[config.mk]
export PLATFORM = sky130hd
export DESIGN_NAME = bram_to_axis_mover_flat
export DESIGN_NICKNAME = d
export VERILOG_FILES = /design/src/rtl/bram_to_axis_mover_pkg.sv /design/src/rtl/bram_to_axis_mover_if.sv /design/src/rtl/axis_skid_fifo.sv /design/src/rtl/bram_to_axis_mover.sv /design/src/flat_wrapper.sv
export SDC_FILE = /design/constraint.sdc
export NUM_CORES = 1
export LEC_CHECK = 0
export BUFFER_PORTS_ARGS = -buffer_cell sky130_fd_sc_hd__clkbuf_2
export CAP_MARGIN = 0
export CORE_MARGIN = 3
export CORE_UTILIZATION = 49
export CTS_BUF_LIST = sky130_fd_sc_hd__clkbuf_16
export DETAILED_ROUTE_END_ITERATION = 10
export GPL_ROUTABILITY_DRIVEN = 0
export PLACE_DENSITY = 0.77
export SYNTH_ARGS = -nofsm -noshare
export SYNTH_HDL_FRONTEND = slang
export SYNTH_SLANG_ARGS = --single-unit
[constraint.sdc]
create_clock -name clk -period 2.6 [get_ports clk]
set_input_delay 0.26 -clock clk [delete_from_list [all_inputs] [get_ports clk]]
set_output_delay 0.26 -clock clk [all_outputs]
set_load 0.02 [all_outputs]
[src/rtl/bram_to_axis_mover_pkg.sv]
// Shared constants and FSM encoding for the BRAM-to-AXI-Stream mover.
package bram_to_axis_mover_pkg;

    localparam int unsigned DEF_DWIDTH   = 32;
    localparam int unsigned DEF_AWIDTH   = 12;
    localparam int unsigned DEF_MEM_SIZE = 4096;

    typedef enum logic [1:0] {
        ST_IDLE = 2'b00,
        ST_RUN  = 2'b01,
        ST_DONE = 2'b10
    } state_t;

endpackage

[src/rtl/bram_to_axis_mover_if.sv]
// BRAM read port plus AXI4-Stream master bundle; master = mover side.
interface bram_to_axis_mover_if
    import bram_to_axis_mover_pkg::*;
#(
    parameter int unsigned DWIDTH = DEF_DWIDTH,
    parameter int unsigned AWIDTH = DEF_AWIDTH
);

    logic [AWIDTH-1:0] addr_b;
    logic              ce_b;
    logic              we_b;
    logic [DWIDTH-1:0] d_b;
    logic [DWIDTH-1:0] q_b;
    logic              m_tvalid;
    logic              m_tready;
    logic [DWIDTH-1:0] m_tdata;
    logic              m_tlast;

    modport master (
        output addr_b, ce_b, we_b, d_b, m_tvalid, m_tdata, m_tlast,
        input  q_b, m_tready
    );

    modport slave (
        input  addr_b, ce_b, we_b, d_b, m_tvalid, m_tdata, m_tlast,
        output q_b, m_tready
    );

endinterface

[src/rtl/axis_skid_fifo.sv]
// Two-entry FIFO whose head register drives the stream output directly.
module axis_skid_fifo #(
    parameter int unsigned WIDTH = 32
) (
    input  logic             clk,
    input  logic             reset_n,
    input  logic             push,
    input  logic [WIDTH-1:0] din,
    input  logic             pop,
    output logic [WIDTH-1:0] dout,
    output logic             full,
    output logic             empty
);

    logic [WIDTH-1:0] head_q;
    logic [WIDTH-1:0] tail_q;
    logic [1:0]       cnt_q;
    logic             push_ok;
    logic             pop_ok;

    assign full    = (cnt_q == 2'd2);
    assign empty   = (cnt_q == 2'd0);
    assign push_ok = push & (~full | pop);
    assign pop_ok  = pop & ~empty;
    assign dout    = head_q;

    always_ff @(posedge clk or negedge reset_n) begin
        if (!reset_n) begin
            head_q <= '0;
            tail_q <= '0;
            cnt_q  <= 2'd0;
        end else begin
            unique case ({push_ok, pop_ok})
                2'b10: begin
                    if (empty) head_q <= din;
                    else       tail_q <= din;
                    cnt_q <= cnt_q + 2'd1;
                end
                2'b01: begin
                    head_q <= tail_q;
                    cnt_q  <= cnt_q - 2'd1;
                end
                2'b11: begin
                    // Simultaneous push/pop keeps occupancy; the new word lands behind any waiting one.
                    if (cnt_q == 2'd1) begin
                        head_q <= din;
                    end else begin
                        head_q <= tail_q;
                        tail_q <= din;
                    end
                end
                default: ;
            endcase
        end
    end

endmodule

[src/rtl/bram_to_axis_mover.sv]
// Streams BRAM words 0..num_cnt-1 out on AXI4-Stream.
// Define BRAM_TO_AXIS_TLAST_EN to drive m_tlast on the final beat (tied 0 otherwise).
module bram_to_axis_mover
    import bram_to_axis_mover_pkg::*;
#(
    parameter int unsigned DWIDTH   = DEF_DWIDTH,
    parameter int unsigned AWIDTH   = DEF_AWIDTH,
    parameter int unsigned MEM_SIZE = DEF_MEM_SIZE
) (
    input  logic              clk,
    input  logic              reset_n,
    input  logic              i_run,
    input  logic [AWIDTH-1:0] i_num_cnt,
    output logic              o_idle,
    output logic              o_busy,
    output logic              o_done,
    bram_to_axis_mover_if.master bus
);

`ifdef BRAM_TO_AXIS_TLAST_EN
    localparam int unsigned FW = DWIDTH + 1;
`else
    localparam int unsigned FW = DWIDTH;
`endif

    state_t            state_q;
    state_t            state_d;
    logic [AWIDTH-1:0] last_q;
    logic [AWIDTH-1:0] rd_addr_q;
    logic [AWIDTH-1:0] beat_q;
    logic [AWIDTH-1:0] num_last;
    logic              zero_q;
    logic              rd_done_q;
    logic              rd_vld_q;
    logic              issue;
    logic              hs;
    logic              final_beat;
    logic              start;
    logic              full;
    logic              empty;
    logic [1:0]        occ_after;
    logic [2:0]        committed;
    logic [FW-1:0]     fifo_din;
    logic [FW-1:0]     fifo_dout;

    assign start      = (state_q == ST_IDLE) & i_run;
    assign hs         = ~empty & bus.m_tready;
    assign final_beat = (beat_q == last_q);

    // Last address of the transfer, clamped to the BRAM depth.
    always_comb begin
        num_last = i_num_cnt - AWIDTH'(1);
        if (32'(num_last) > MEM_SIZE - 1) num_last = AWIDTH'(MEM_SIZE - 1);
    end

    always_ff @(posedge clk or negedge reset_n) begin
        if (!reset_n) begin
            state_q <= ST_IDLE;
            o_idle  <= 1'b1;
            o_busy  <= 1'b0;
            o_done  <= 1'b0;
        end else begin
            state_q <= state_d;
            o_idle  <= (state_d == ST_IDLE);
            o_busy  <= (state_d == ST_RUN);
            o_done  <= (state_d == ST_DONE);
        end
    end

    always_comb begin
        state_d = state_q;
        unique case (state_q)
            ST_IDLE: if (i_run) state_d = ST_RUN;
            ST_RUN:  if (zero_q || (hs && final_beat)) state_d = ST_DONE;
            ST_DONE: state_d = ST_IDLE;
            default: state_d = ST_IDLE;
        endcase
    end

    // Issue a read only when its data is guaranteed a FIFO slot on arrival.
    always_comb begin
        occ_after = (full ? 2'd2 : (empty ? 2'd0 : 2'd1)) - {1'b0, hs};
        committed = {1'b0, occ_after} + {2'b00, rd_vld_q};
        issue     = 1'b0;
        if ((state_q == ST_RUN) && !rd_done_q && (committed < 3'd2)) issue = 1'b1;
    end

    always_ff @(posedge clk or negedge reset_n) begin
        if (!reset_n) begin
            last_q    <= '0;
            rd_addr_q <= '0;
            beat_q    <= '0;
            zero_q    <= 1'b0;
            rd_done_q <= 1'b0;
            rd_vld_q  <= 1'b0;
        end else begin
            rd_vld_q <= issue;
            if (start) begin
                last_q    <= num_last;
                zero_q    <= (i_num_cnt == '0);
                rd_done_q <= (i_num_cnt == '0);
                rd_addr_q <= '0;
                beat_q    <= '0;
            end else if (state_q == ST_DONE) begin
                rd_addr_q <= '0;
            end else begin
                if (issue) begin
                    if (rd_addr_q == last_q) rd_done_q <= 1'b1;
                    else                     rd_addr_q <= rd_addr_q + AWIDTH'(1);
                end
                if (hs && !final_beat) beat_q <= beat_q + AWIDTH'(1);
            end
        end
    end

`ifdef BRAM_TO_AXIS_TLAST_EN
    logic rd_last_q;

    always_ff @(posedge clk or negedge reset_n) begin
        if (!reset_n) rd_last_q <= 1'b0;
        else          rd_last_q <= issue & (rd_addr_q == last_q);
    end

    assign fifo_din    = {rd_last_q, bus.q_b};
    assign bus.m_tlast = fifo_dout[DWIDTH];
`else
    assign fifo_din    = bus.q_b;
    assign bus.m_tlast = 1'b0;
`endif

    axis_skid_fifo #(.WIDTH(FW)) u_fifo (
        .clk     (clk),
        .reset_n (reset_n),
        .push    (rd_vld_q),
        .din     (fifo_din),
        .pop     (hs),
        .dout    (fifo_dout),
        .full    (full),
        .empty   (empty)
    );

    assign bus.addr_b   = rd_addr_q;
    assign bus.ce_b     = issue;
    assign bus.we_b     = 1'b0;
    assign bus.d_b      = '0;
    assign bus.m_tvalid = ~empty;
    assign bus.m_tdata  = fifo_dout[DWIDTH-1:0];

endmodule

[src/flat_wrapper.sv]
// flat-port wrapper written by rule: the top's interface ports become plain ports
module bram_to_axis_mover_flat import bram_to_axis_mover_pkg::*;
#(
    parameter int unsigned DWIDTH   = DEF_DWIDTH,
    parameter int unsigned AWIDTH   = DEF_AWIDTH,
    parameter int unsigned MEM_SIZE = DEF_MEM_SIZE
)
  (clk, reset_n, i_run, i_num_cnt, o_idle, o_busy, o_done, bus_addr_b, bus_ce_b, bus_we_b, bus_d_b, bus_m_tvalid, bus_m_tdata, bus_m_tlast, bus_q_b, bus_m_tready);
  bram_to_axis_mover_if #(.DWIDTH(DWIDTH), .AWIDTH(AWIDTH)) bus_i ();
  input  logic clk;
  input  logic reset_n;
  input  logic i_run;
  input  logic [AWIDTH-1:0] i_num_cnt;
  output logic o_idle;
  output logic o_busy;
  output logic o_done;
  output wire logic [$bits(bus_i.addr_b)-1:0] bus_addr_b;
  output wire logic [$bits(bus_i.ce_b)-1:0] bus_ce_b;
  output wire logic [$bits(bus_i.we_b)-1:0] bus_we_b;
  output wire logic [$bits(bus_i.d_b)-1:0] bus_d_b;
  output wire logic [$bits(bus_i.m_tvalid)-1:0] bus_m_tvalid;
  output wire logic [$bits(bus_i.m_tdata)-1:0] bus_m_tdata;
  output wire logic [$bits(bus_i.m_tlast)-1:0] bus_m_tlast;
  input wire logic [$bits(bus_i.q_b)-1:0] bus_q_b;
  input wire logic [$bits(bus_i.m_tready)-1:0] bus_m_tready;
  assign bus_addr_b = bus_i.addr_b;
  assign bus_ce_b = bus_i.ce_b;
  assign bus_we_b = bus_i.we_b;
  assign bus_d_b = bus_i.d_b;
  assign bus_m_tvalid = bus_i.m_tvalid;
  assign bus_m_tdata = bus_i.m_tdata;
  assign bus_m_tlast = bus_i.m_tlast;
  assign bus_i.q_b = bus_q_b;
  assign bus_i.m_tready = bus_m_tready;
  bram_to_axis_mover #(.DWIDTH(DWIDTH), .AWIDTH(AWIDTH), .MEM_SIZE(MEM_SIZE)) u_core (.clk(clk), .reset_n(reset_n), .i_run(i_run), .i_num_cnt(i_num_cnt), .o_idle(o_idle), .o_busy(o_busy), .o_done(o_done), .bus(bus_i));
endmodule
## Yosys cells after proc, flatten, opt, wreduce, memory -nomap -nowiden

Cells that the tools add are included.

- Logic and storage cells: 91
- Register bits: 110
- Output and inout port bits: 83
- Input port bits: 48

- Add/subtract/negate cells: 7
- Multiplexer cells: 24
- Magnitude comparators: 1
- Equal/unequal tests: 16
- Bitwise operators: 7
- Reductions and logical operators: 23

Operator list:

| cell | count |
|---|---|
| $mux 32 | 4 |
| $pmux 32 s3 | 1 |
| $mux 12 | 7 |
| $pmux 32 s2 | 1 |
| $add 12x1->12 const B | 2 |
| $eq 12x12->1 | 2 |
| $logic_not 12->1 | 1 |
| $sub 12x1->12 const B | 1 |
| $eq 2x2->1 const B | 5 |
| $reduce_bool 2->1 | 5 |
| $eq 2x1->1 const B | 4 |
| $pmux 2 s2 | 2 |
| $logic_not 2->1 | 3 |
| $mux 1 | 6 |
| $mux 2 | 3 |
| $reduce_and 2->1 | 3 |
| $reduce_and 3->1 | 2 |
| $reduce_bool 3->1 | 2 |
| $and 1x1->1 | 4 |
| $logic_and 1x1->1 | 4 |
| $ne 2x1->1 const B | 2 |
| $ne 2x2->1 const B | 2 |
| $add 2x1->3 | 1 |
| $lt 3x2->1 const B | 1 |
| other kinds (8) | 10 |

## Logic depth before layout (Yosys ltp)

Gate-level depths: netlist of the first run.

- Word-level depth: 11
- Depth in mapped cells: 14
- Depth with buffers taken out: 12

## Modules after synthesis

From an unflattened synthesis of the first run, not the netlist that was laid out.

- Cells, all modules: 547
- Area, all modules: 5,823.1 sq um

By module, submodules not included:

| module | cells an instance | area each (sq um) | seq. area each (sq um) | instances |
|---|---|---|---|---|
| axis_skid_fifo | 237 | 2,991.6 | 1,651.6 | 1 |
| bram_to_axis_mover | 310 | 2,831.5 | 1,102.3 | 1 |

## Worst setup path after synthesis of the first run

No wires, ideal clock.

- Kind: register to register
- Start: register u_core.u_fifo.cnt_q[0]
- End: register u_core.rd_addr_q[3] (netlist: u_core.bus.addr_b[3])
- Clock period less this slack: 2.576 ns
- Stages on the path, launching flop included: 12
- Setup time: 0.077 ns
- Buffers on the path: 1
- Data arrival time: 2.499 ns
- Slack: 0.024 ns
- Path through: dfrtp_1 > inv_1 > ha_1 > or2_2 > ha_1 > nor2b_1 > or4_4 > buf_6 > clkinv_4 > nand3_1 > or4_1 > o21ai_1

- Longest elaborated chain between the ends: 10

RTL lines:

| what | line | source |
|---|---|---|
| start, declared | axis_skid_fifo.sv:17 | `logic [1:0] cnt_q;` |
| start signal, assigned | axis_skid_fifo.sv:37 | `cnt_q <= cnt_q + 2'd1;` |
| start signal, assigned | axis_skid_fifo.sv:41 | `cnt_q <= cnt_q - 2'd1;` |
| $logic_not 2->1 | axis_skid_fifo.sv:22 | `assign empty = (cnt_q == 2'd0);` |
| $mux 1 or $not 1->1 (tied branches) | bram_to_axis_mover.sv:82, bram_to_axis_mover.sv:47 |  |
| $mux 2 or $and 1x1->1 (tied branches) | bram_to_axis_mover.sv:82, bram_to_axis_mover.sv:47 |  |
| $sub 2x1->2 * | bram_to_axis_mover.sv:82 | `occ_after = (full ? 2'd2 : (empty ? 2'd0 : 2'd1)) - {1'b0, hs};` |
| $add 2x1->3 * | bram_to_axis_mover.sv:83 | `committed = {1'b0, occ_after} + {2'b00, rd_vld_q};` |
| $lt 3x2->1 * | bram_to_axis_mover.sv:85 | `if ((state_q == ST_RUN) && !rd_done_q && (committed < 3'd2)) issue = 1'b1;` |
| $logic_and 1x1->1 * | bram_to_axis_mover.sv:85 |  |
| $mux 1 * | bram_to_axis_mover.sv:85 |  |
| via bus_ce_b | flat_wrapper.sv:18 | `output wire logic [$bits(bus_i.ce_b)-1:0] bus_ce_b;` |
| $reduce_bool 3->1 (no line) * | n/a |  |
| $reduce_and 2->1 (no line) * | n/a |  |
| end signal, assigned | bram_to_axis_mover.sv:109 | `else rd_addr_q <= rd_addr_q + AWIDTH'(1);` |
| end, declared | bram_to_axis_mover.sv:29 | `logic [AWIDTH-1:0] rd_addr_q;` |

The timed path passes the listed nets; every way through them passes the cells marked *.
A chain may end at the register's enable or synchronous reset.

## Final worst setup path of the first run

- Start: register u_core.u_fifo.cnt_q[1]
- End: register u_core.rd_addr_q[8] (netlist: u_core.bus.addr_b[8])

- Longest elaborated chain between the ends: 10

RTL lines:

| what | line |
|---|---|
| $logic_not 2->1 | axis_skid_fifo.sv:22 |
| $mux 1 or $not 1->1 (tied branches) | bram_to_axis_mover.sv:82, bram_to_axis_mover.sv:47 |
| $mux 2 or $and 1x1->1 (tied branches) | bram_to_axis_mover.sv:82, bram_to_axis_mover.sv:47 |
| $sub 2x1->2 * | bram_to_axis_mover.sv:82 |
| $add 2x1->3 * | bram_to_axis_mover.sv:83 |
| $lt 3x2->1 * | bram_to_axis_mover.sv:85 |
| $logic_and 1x1->1 * | bram_to_axis_mover.sv:85 |
| $mux 1 * | bram_to_axis_mover.sv:85 |
| $reduce_bool 3->1 (no line) * | n/a |
| $reduce_and 2->1 (no line) * | n/a |

Every way passes the cells marked *; elsewhere a longest branch is shown, timed or not.

==> metrics.txt, run 1 <==
combinational share of power=around half; number of antenna violations at the first check in global routing=0; cell count of the worst reg-to-reg path=9; origin of the worst min-delay path=i_run; highest achievable clock rate=396 MHz; Final Hold Slack=0.135 ns; Critical Path, Cell by Cell=inv_2 > ha_4 > or2_4 > ha_4 > nor2b_1 > or4_4 > buf_6 > o311a_4 > a41o_1; internal power=5.01 mW; post-synth top area cell=dfrtp_1; number of enable-type register cells in the synthesized netlist=0; Setup CP Type=reg -> reg; yosys warns=0; P_sw=approximately 3.5 mW; pre-CTS setup slack=0.0408 ns; number of nets in the layout=704; switch share=41.3%; overall die height=113 um; pin count of the biggest net entering global routing=66; number of ports placed on the die boundary=131; asr flop ratio synth=between 90% and 100%; die boundary width=113 um; top flip-flop cell by instance count after synthesis=dfrtp_1; area of the mapped netlist=0.00556 mm^2; total area of sequential cells=0.00275 mm^2; fin cells=approximately 800; instance count on the critical path=9; buffer and inverter count on the worst path=2; fill cell total of the finished layout=895; Worst EP required=2.84 ns; cell row count=38; status=complete, no violations; sum of overflow across all layers after global routing=0; DR DRC count=0; post-DR wirelength/cell=16.7 um; insertion delay of the later-clocked pin in the worst-skew pair=0.36 ns; sinks on the clock net=110; router iterations before antenna repair=5; path category of the worst min-delay check=in -> reg; area fraction of the dominant cell type after synthesis=49.1%; Clk network pwr share=15.2%; fraction of the yosys area taken by sequential cells=49.5%; total wire length after detailed routing=about 13000 um; Arr. time, crit path=2.76 ns; number of setup violations in the final report=0; wire length of the first global-routing pass=~21000 um; dpl cell area=0.00610 mm^2; startpoint of the worst-slack reg-to-reg timing path=u_core.u_fifo.cnt_q[1]; share of final-layout standard cells stronger than drive strength 1=28.6%; final critical-path required period=2.53 ns; CP Launch Type=flop; total power after layout=8.54 mW; most common cell type on the critical path=ha_4; number of register bits inferred by synthesis=110; Worst Hold Depth=2; count of cell types in the netlist=52; Critical path origin=u_core.u_fifo.cnt_q[1]; half-perimeter wire length after detailed placement=8800 um; standard cell with the maximum stage delay on the critical path=or4_4; number of max-cap violations=0; kind of capture point of the worst setup path=flop; starting DRC count in detailed routing=242; Gate Count Post-Synth=between 500 and 600; post-synthesis to final-layout area growth=17.9%; clock edge transition at the registers on the reported setup and hold paths=0.08 ns; root buffer cell=clkbuf_16; final sum of negative setup slack=0 ns; number of vias per cell after detailed routing=5.61; die outline area=0.0127 mm^2; number of endpoints with negative hold slack in the final report=0; # H-tree levels=3; vias in the first global route=4236; biggest cell delay along the critical path=0.52 ns; crit path setup slack, layout=0.0745 ns; cell total after placement=762; ratio of total power to cell area=1300 mW/mm^2; Initial Util=around half; remaining antenna violation count after routing=0; clock buffer count from CTS=9; actual slew at the worst max-slew pin=roughly 0.67 ns; Core ar.=0.0110 mm^2; Max Slew Vio Count=0; Vias=between 4000 and 5000; slack of the worst reg-to-reg path=around 0.074 ns; Max transition margin=55.7%; maximum vdd ir drop=0.721 mV; number of antenna diodes=0; final setup skew=0.00998 ns; register share of total power=a little over a third; average footprint of a synthesized cell=between 10 and 15 um^2; clock tree from TritonCTS=done; maximum net fanout on the critical path=6; global-route usage over all layers=20.2%; buffers from clock root to sink, at most=2; total leakage power=3.09 nW; Port-buffer cells=96; final standard cell utilization of the core=roughly 60%; Top Family by Delay on Critical Path=simple AND/OR/NAND/NOR gates; area of combinational cells with multiple inputs=about 0.0026 mm^2; Tcrit/Tclk final=97.1%; leading cell types by total area after synthesis=dfrtp_1 49%, mux2_2 6.5%, xor2_1 4.7%; summed area of non-filler cells in the final layout=0.00655 mm^2
registers in the layout (all words and copies together), names as in the netlist:
signal,flops
u_core.rd_vld_q,1
u_core.last_q,12
u_core.bus.addr_b,12
u_core.o_busy,1
u_core.state_q,2
u_core.u_fifo.dout,32
u_core.u_fifo.tail_q,32
u_core.rd_done_q,1
u_core.zero_q,1
u_core.o_idle,1
u_core.u_fifo.cnt_q,2
u_core.beat_q,12
u_core.o_done,1
cells by family (layout without fill, tap and decap cells):
logic type	Yosys count	in the layout	synth area share [%]
buf+inv	72	148	7.50
other cells	1	34	0.0675
fa+ha+maj	10	10	2.25
mux	36	36	7.20
compound gates	126	126	14.2
xor+xnor	35	35	5.52
simple gates	152	152	13.7
flops	110	110	49.5
synth_stat cells, types with 6 or more instances:
cell type,number
mux2_2,32
nand3_1,18
inv_1,9
nor4_1,10
nand4_1,6
dfrtp_1,109
buf_1,6
or3_1,6
or4_1,10
o21ai_0,21
nand2_1,33
nor2_1,47
clkbuf_1,15
a21oi_1,47
xor2_1,30
buf_4,34
o31ai_1,7
ha_1,10
a22oi_1,32
cells in the final DEF (no fill, tap or decap), types with 8 or more instances in the layout:
| cell type | Yosys | layout |
|---|---|---|
| o21ai_0 | 21 | 21 |
| dfrtp_1 | 109 | 109 |
| inv_1 | 9 | 8 |
| nor4_1 | 10 | 10 |
| buf_4 | 34 | 17 |
| nand3_1 | 18 | 18 |
| a22oi_1 | 32 | 32 |
| conb_1 | 1 | 34 |
| mux2_2 | 32 | 32 |
| clkbuf_16 | 0 | 10 |
| nand2_1 | 33 | 33 |
| or4_1 | 10 | 10 |
| nor2_1 | 47 | 46 |
| a21oi_1 | 47 | 47 |
| xor2_1 | 30 | 30 |
| clkbuf_2 | 0 | 94 |
path summary, 6_finish.rpt:
path	to
setup reg to reg	u_core.bus.addr_b[8]
hold / removal	u_core.o_idle
max in group asynchronous	u_core.o_idle
hold reg to reg	u_core.zero_q
setup / recovery	u_core.bus.addr_b[8]
min in group asynchronous	u_core.u_fifo.dout[8]
cell type report:
| cell class | count | share of cell area [%] |
|---|---|---|
| Clock buffer | 9 | 3.44 |
| Clock inverter | 7 | 0.725 |
| Inverter | 11 | 0.706 |
| Multi-Input combinational cell | 393 | 39.1 |
| Sequential cell | 110 | 42.0 |
| Tap cell | 140 | 2.67 |
| Timing Repair Buffer | 121 | 11.3 |
timing repair:
action / 4_1_cts / 5_1_grt
buffers inserted: 5 / 4
setup endpoints to repair: 1 / 74
cloned: 0 / 3
gates resized for setup: 9 / 10
hold buffers: 1 / 0
endpoints found under the hold margin: 24 / 0
pin swaps: 1 / 2
per-layer routing:
metal / vias to the layer above / share of wire, % / track usage [%]
li1: 2077 / - / -
met2: 163 / 49 / 32.7
met3: 19 / 7.6 / 6.68
met1: 2178 / 41 / 25.8
met5: - / 0 / 0
met4: 0 / 1.8 / 6.33
power by group through the flow:
stage | Combinational [mW] | Sequential [mW] | Clock [mW]
final | 4.11 | 3.13 | 1.30
after global routing | 4.48 | 3.22 | 1.40
after CTS | 3.86 | 3.11 | 1.33
after detailed placement | 3.63 | 3.12 | 0
after global placement | 3.49 | 3.10 | 0
after floorplan | 2.30 | 3.37 | 0
Power figures use the tool's default switching activity.
==> inputs of run 2 (changes only) <==
--- a/config.mk
+++ b/config.mk
@@ -13,6 +13,7 @@
 export DETAILED_ROUTE_END_ITERATION = 10
 export GPL_ROUTABILITY_DRIVEN = 0
 export PLACE_DENSITY = 0.77
+export RECOVER_POWER = 50
 export SYNTH_ARGS = -nofsm -noshare
 export SYNTH_HDL_FRONTEND = slang
 export SYNTH_SLANG_ARGS = --single-unit
==> run 2 against run 1 <==
Global-route usage unchanged. Setup slack lost 0.00095 ns. Sequential power hardly changed. Hold slack barely moved. First-iteration DRC count is 3.3% lower. Total power down 0.47%. Clock-buffer cell count did not move. Non-clock buffer count did not move. Sequential share of layout area rose by 0.21 points. Maximum frequency about the same. Register-to-register slack barely moved. Clock skew about the same.
==> metrics.txt, run 2 (synthesis gave the netlist of run 1 again) <==
router iterations before antenna repair=5 (unchanged); number of setup violations in the final report=0 (unchanged); final setup skew=0.0103 ns (was 0.00998 ns); share of final-layout standard cells stronger than drive strength 1=25.2% (was 28.6%); Worst Hold Depth=2 (unchanged); number of ports placed on the die boundary=131 (unchanged); kind of capture point of the worst setup path=flop (unchanged); wire length of the first global-routing pass=20700 um (unchanged); dpl cell area=0.00610 mm^2 (unchanged); number of max-cap violations=0 (unchanged); Tcrit/Tclk final=97.2% (was 97.1%); cell total after placement=762 (unchanged); Most Crowded Layer GR=met2 (unchanged); most frequent standard cell in the layout excluding fill and tap cells=dfrtp_1 (unchanged); root buffer cell=clkbuf_16 (unchanged); final standard cell utilization of the core=59.4% (was 59.7%); overall die height=113 um (unchanged); status=complete, no violations (unchanged); Max transition margin=0.688% (was 55.7%); clock tree from TritonCTS=done (unchanged); Worst EP required=2.84 ns (about the same); number of antenna violations at the first check in global routing=0 (unchanged); origin of the worst min-delay path=i_run (unchanged); fin cells=791 (unchanged); number of nets in the layout=704 (unchanged); hold-critical path endpoint=u_core.o_idle (unchanged); remaining antenna violation count after routing=0 (unchanged); Setup CP Type=reg -> reg (unchanged); total leakage power=3.02 nW (was 3.09 nW); Vias=4431 (was 4437); fill cell total of the finished layout=909 (was 895); pin count of the biggest net entering global routing=66 (unchanged); post-synthesis to final-layout area growth=17.3% (was 17.9%); cell row count=38 (unchanged); number of endpoints with negative hold slack in the final report=0 (unchanged); Initial Util=50.6% (unchanged); total wire length after detailed routing=13200 um (about the same); maximum vdd ir drop=0.720 mV (was 0.721 mV); ratio of total power to cell area=1300 mW/mm^2 (about the same); post-DR wirelength/cell=16.7 um (about the same); slack of the worst reg-to-reg path=0.07 ns (about the same); die boundary width=113 um (unchanged); startpoint of the worst-slack reg-to-reg timing path=u_core.u_fifo.cnt_q[1] (unchanged); Max Slew Vio Count=0 (unchanged); DR DRC count=0 (unchanged); met2 Usage GRT=32.7% (unchanged); Core ar.=0.0110 mm^2 (unchanged); clock buffer count from CTS=9 (unchanged); final critical-path required period=2.53 ns (about the same); number of vias per cell after detailed routing=5.60 (was 5.61); buffers from clock root to sink, at most=2 (unchanged); half-perimeter wire length after detailed placement=8800 um (unchanged); highest achievable clock rate=396 MHz (about the same); Arr. time, crit path=2.76 ns (about the same); routing usage on met1=25.8% (unchanged); CP Launch Type=flop (unchanged); number of antenna diodes=0 (unchanged); clock edge transition at the registers on the reported setup and hold paths=0.08 ns (about the same); # H-tree levels=3 (unchanged); starting DRC count in detailed routing=234 (was 242); vias in the first global route=4236 (unchanged); global-route usage over all layers=20.2% (unchanged); cell count of the worst reg-to-reg path=9 (unchanged); maximum net fanout on the critical path=6 (unchanged); summed area of non-filler cells in the final layout=0.00652 mm^2 (was 0.00655 mm^2); area of combinational cells with multiple inputs=0.00256 mm^2 (unchanged); sum of overflow across all layers after global routing=0 (unchanged); sinks on the clock net=110 (unchanged); insertion delay of the later-clocked pin in the worst-skew pair=0.36 ns (about the same); Final Hold Slack=0.135 ns (about the same); total area of sequential cells=0.00275 mm^2 (unchanged); met3 capacity usage during global routing=6.68% (unchanged); worst reg2reg endpoint=u_core.bus.addr_b[8] (unchanged); highest-count cells in the layout ignoring fill and taps=109 x dfrtp_1, 74 x clkbuf_2, 47 x a21oi_1 (was 109 x dfrtp_1, 94 x clkbuf_2, 47 x a21oi_1); Critical path origin=u_core.u_fifo.cnt_q[1] (unchanged); path category of the worst min-delay check=in -> reg (unchanged); Port-buffer cells=96 (unchanged); die outline area=0.0127 mm^2 (unchanged); actual slew at the worst max-slew pin=1.49 ns (was 0.665 ns)
[run 2: changes by cell type in the layout (fill, tap and decap cells not counted)]
cell	before	now
buf_4	17	15
clkbuf_1	0	22
clkbuf_2	94	74
[run 2: timing repair]
| action | 4_1_cts | 5_1_grt |
|---|---|---|
| endpoints found under the hold margin | 24 | 0 |
| setup endpoints to repair | 1 | 74 |
| cloned | 0 | 3 |
| setup buffers | 5 | 4 |
| hold buffers | 1 | 0 |
| resized for setup | 9 | 10 |
| pin swaps | 1 | 2 |
[run 2: worst max path at each step]
stage	cells after the start	slack, ns	to
after detailed placement	13	0.04	u_core.u_fifo.tail_q[14]
after CTS	10	0.03	u_core.bus.addr_b[8]
after floorplan	11	0.02	u_core.bus.addr_b[3]
after global routing	14	-0.02	u_core.u_fifo.dout[10]
after global placement	10	0.11	u_core.bus.addr_b[3]
final	9	0.07	u_core.bus.addr_b[8]
[run 2: cell type report]
| type | count | share of cell area [%] |
|---|---|---|
| clock buffers | 9 | 3.45 |
| clock inverters | 7 | 0.729 |
| inverters | 11 | 0.710 |
| multi-input cells | 393 | 39.3 |
| flip-flops and latches | 110 | 42.2 |
| well taps | 140 | 2.69 |
| repair buffers | 121 | 10.9 |
[run 2: worst max-delay path, cell delays in order (launching register included)]
cell	delay, ns
dfrtp_1	0.40
inv_2	0.07
ha_4	0.16
or2_4	0.25
ha_4	0.26
nor2b_1	0.03
or4_4	0.52
buf_6	0.16
o311a_4	0.35
a41o_1	0.20
[run 2: power breakdown]
part | internal (mW) | switching (mW) | total, mW
Sequential | 2.48 | 0.641 | 3.12
Combinational | 1.83 | 2.24 | 4.07
Clock | 0.655 | 0.645 | 1.30
[run 2: through the flow]
step           worst slack, ns  TNS (ns)  total power [mW]
5_1_grt                -0.0238   -0.0931              9.06
2_1_floorplan           0.0245         0              5.66
6_report                0.0735         0              8.50
3_5_place_dp            0.0408         0              6.75
3_3_place_gp             0.112         0              6.59
4_1_cts                 0.0253         0              8.31
[run 2: routing by layer]
metal	part of all wire [%]	up-vias	wire [um]
met2	50	169	6560
met4	1.6	0	218
li1	-	2076	-
met5	0	-	0
met3	7.4	17	982
met1	41	2169	5450
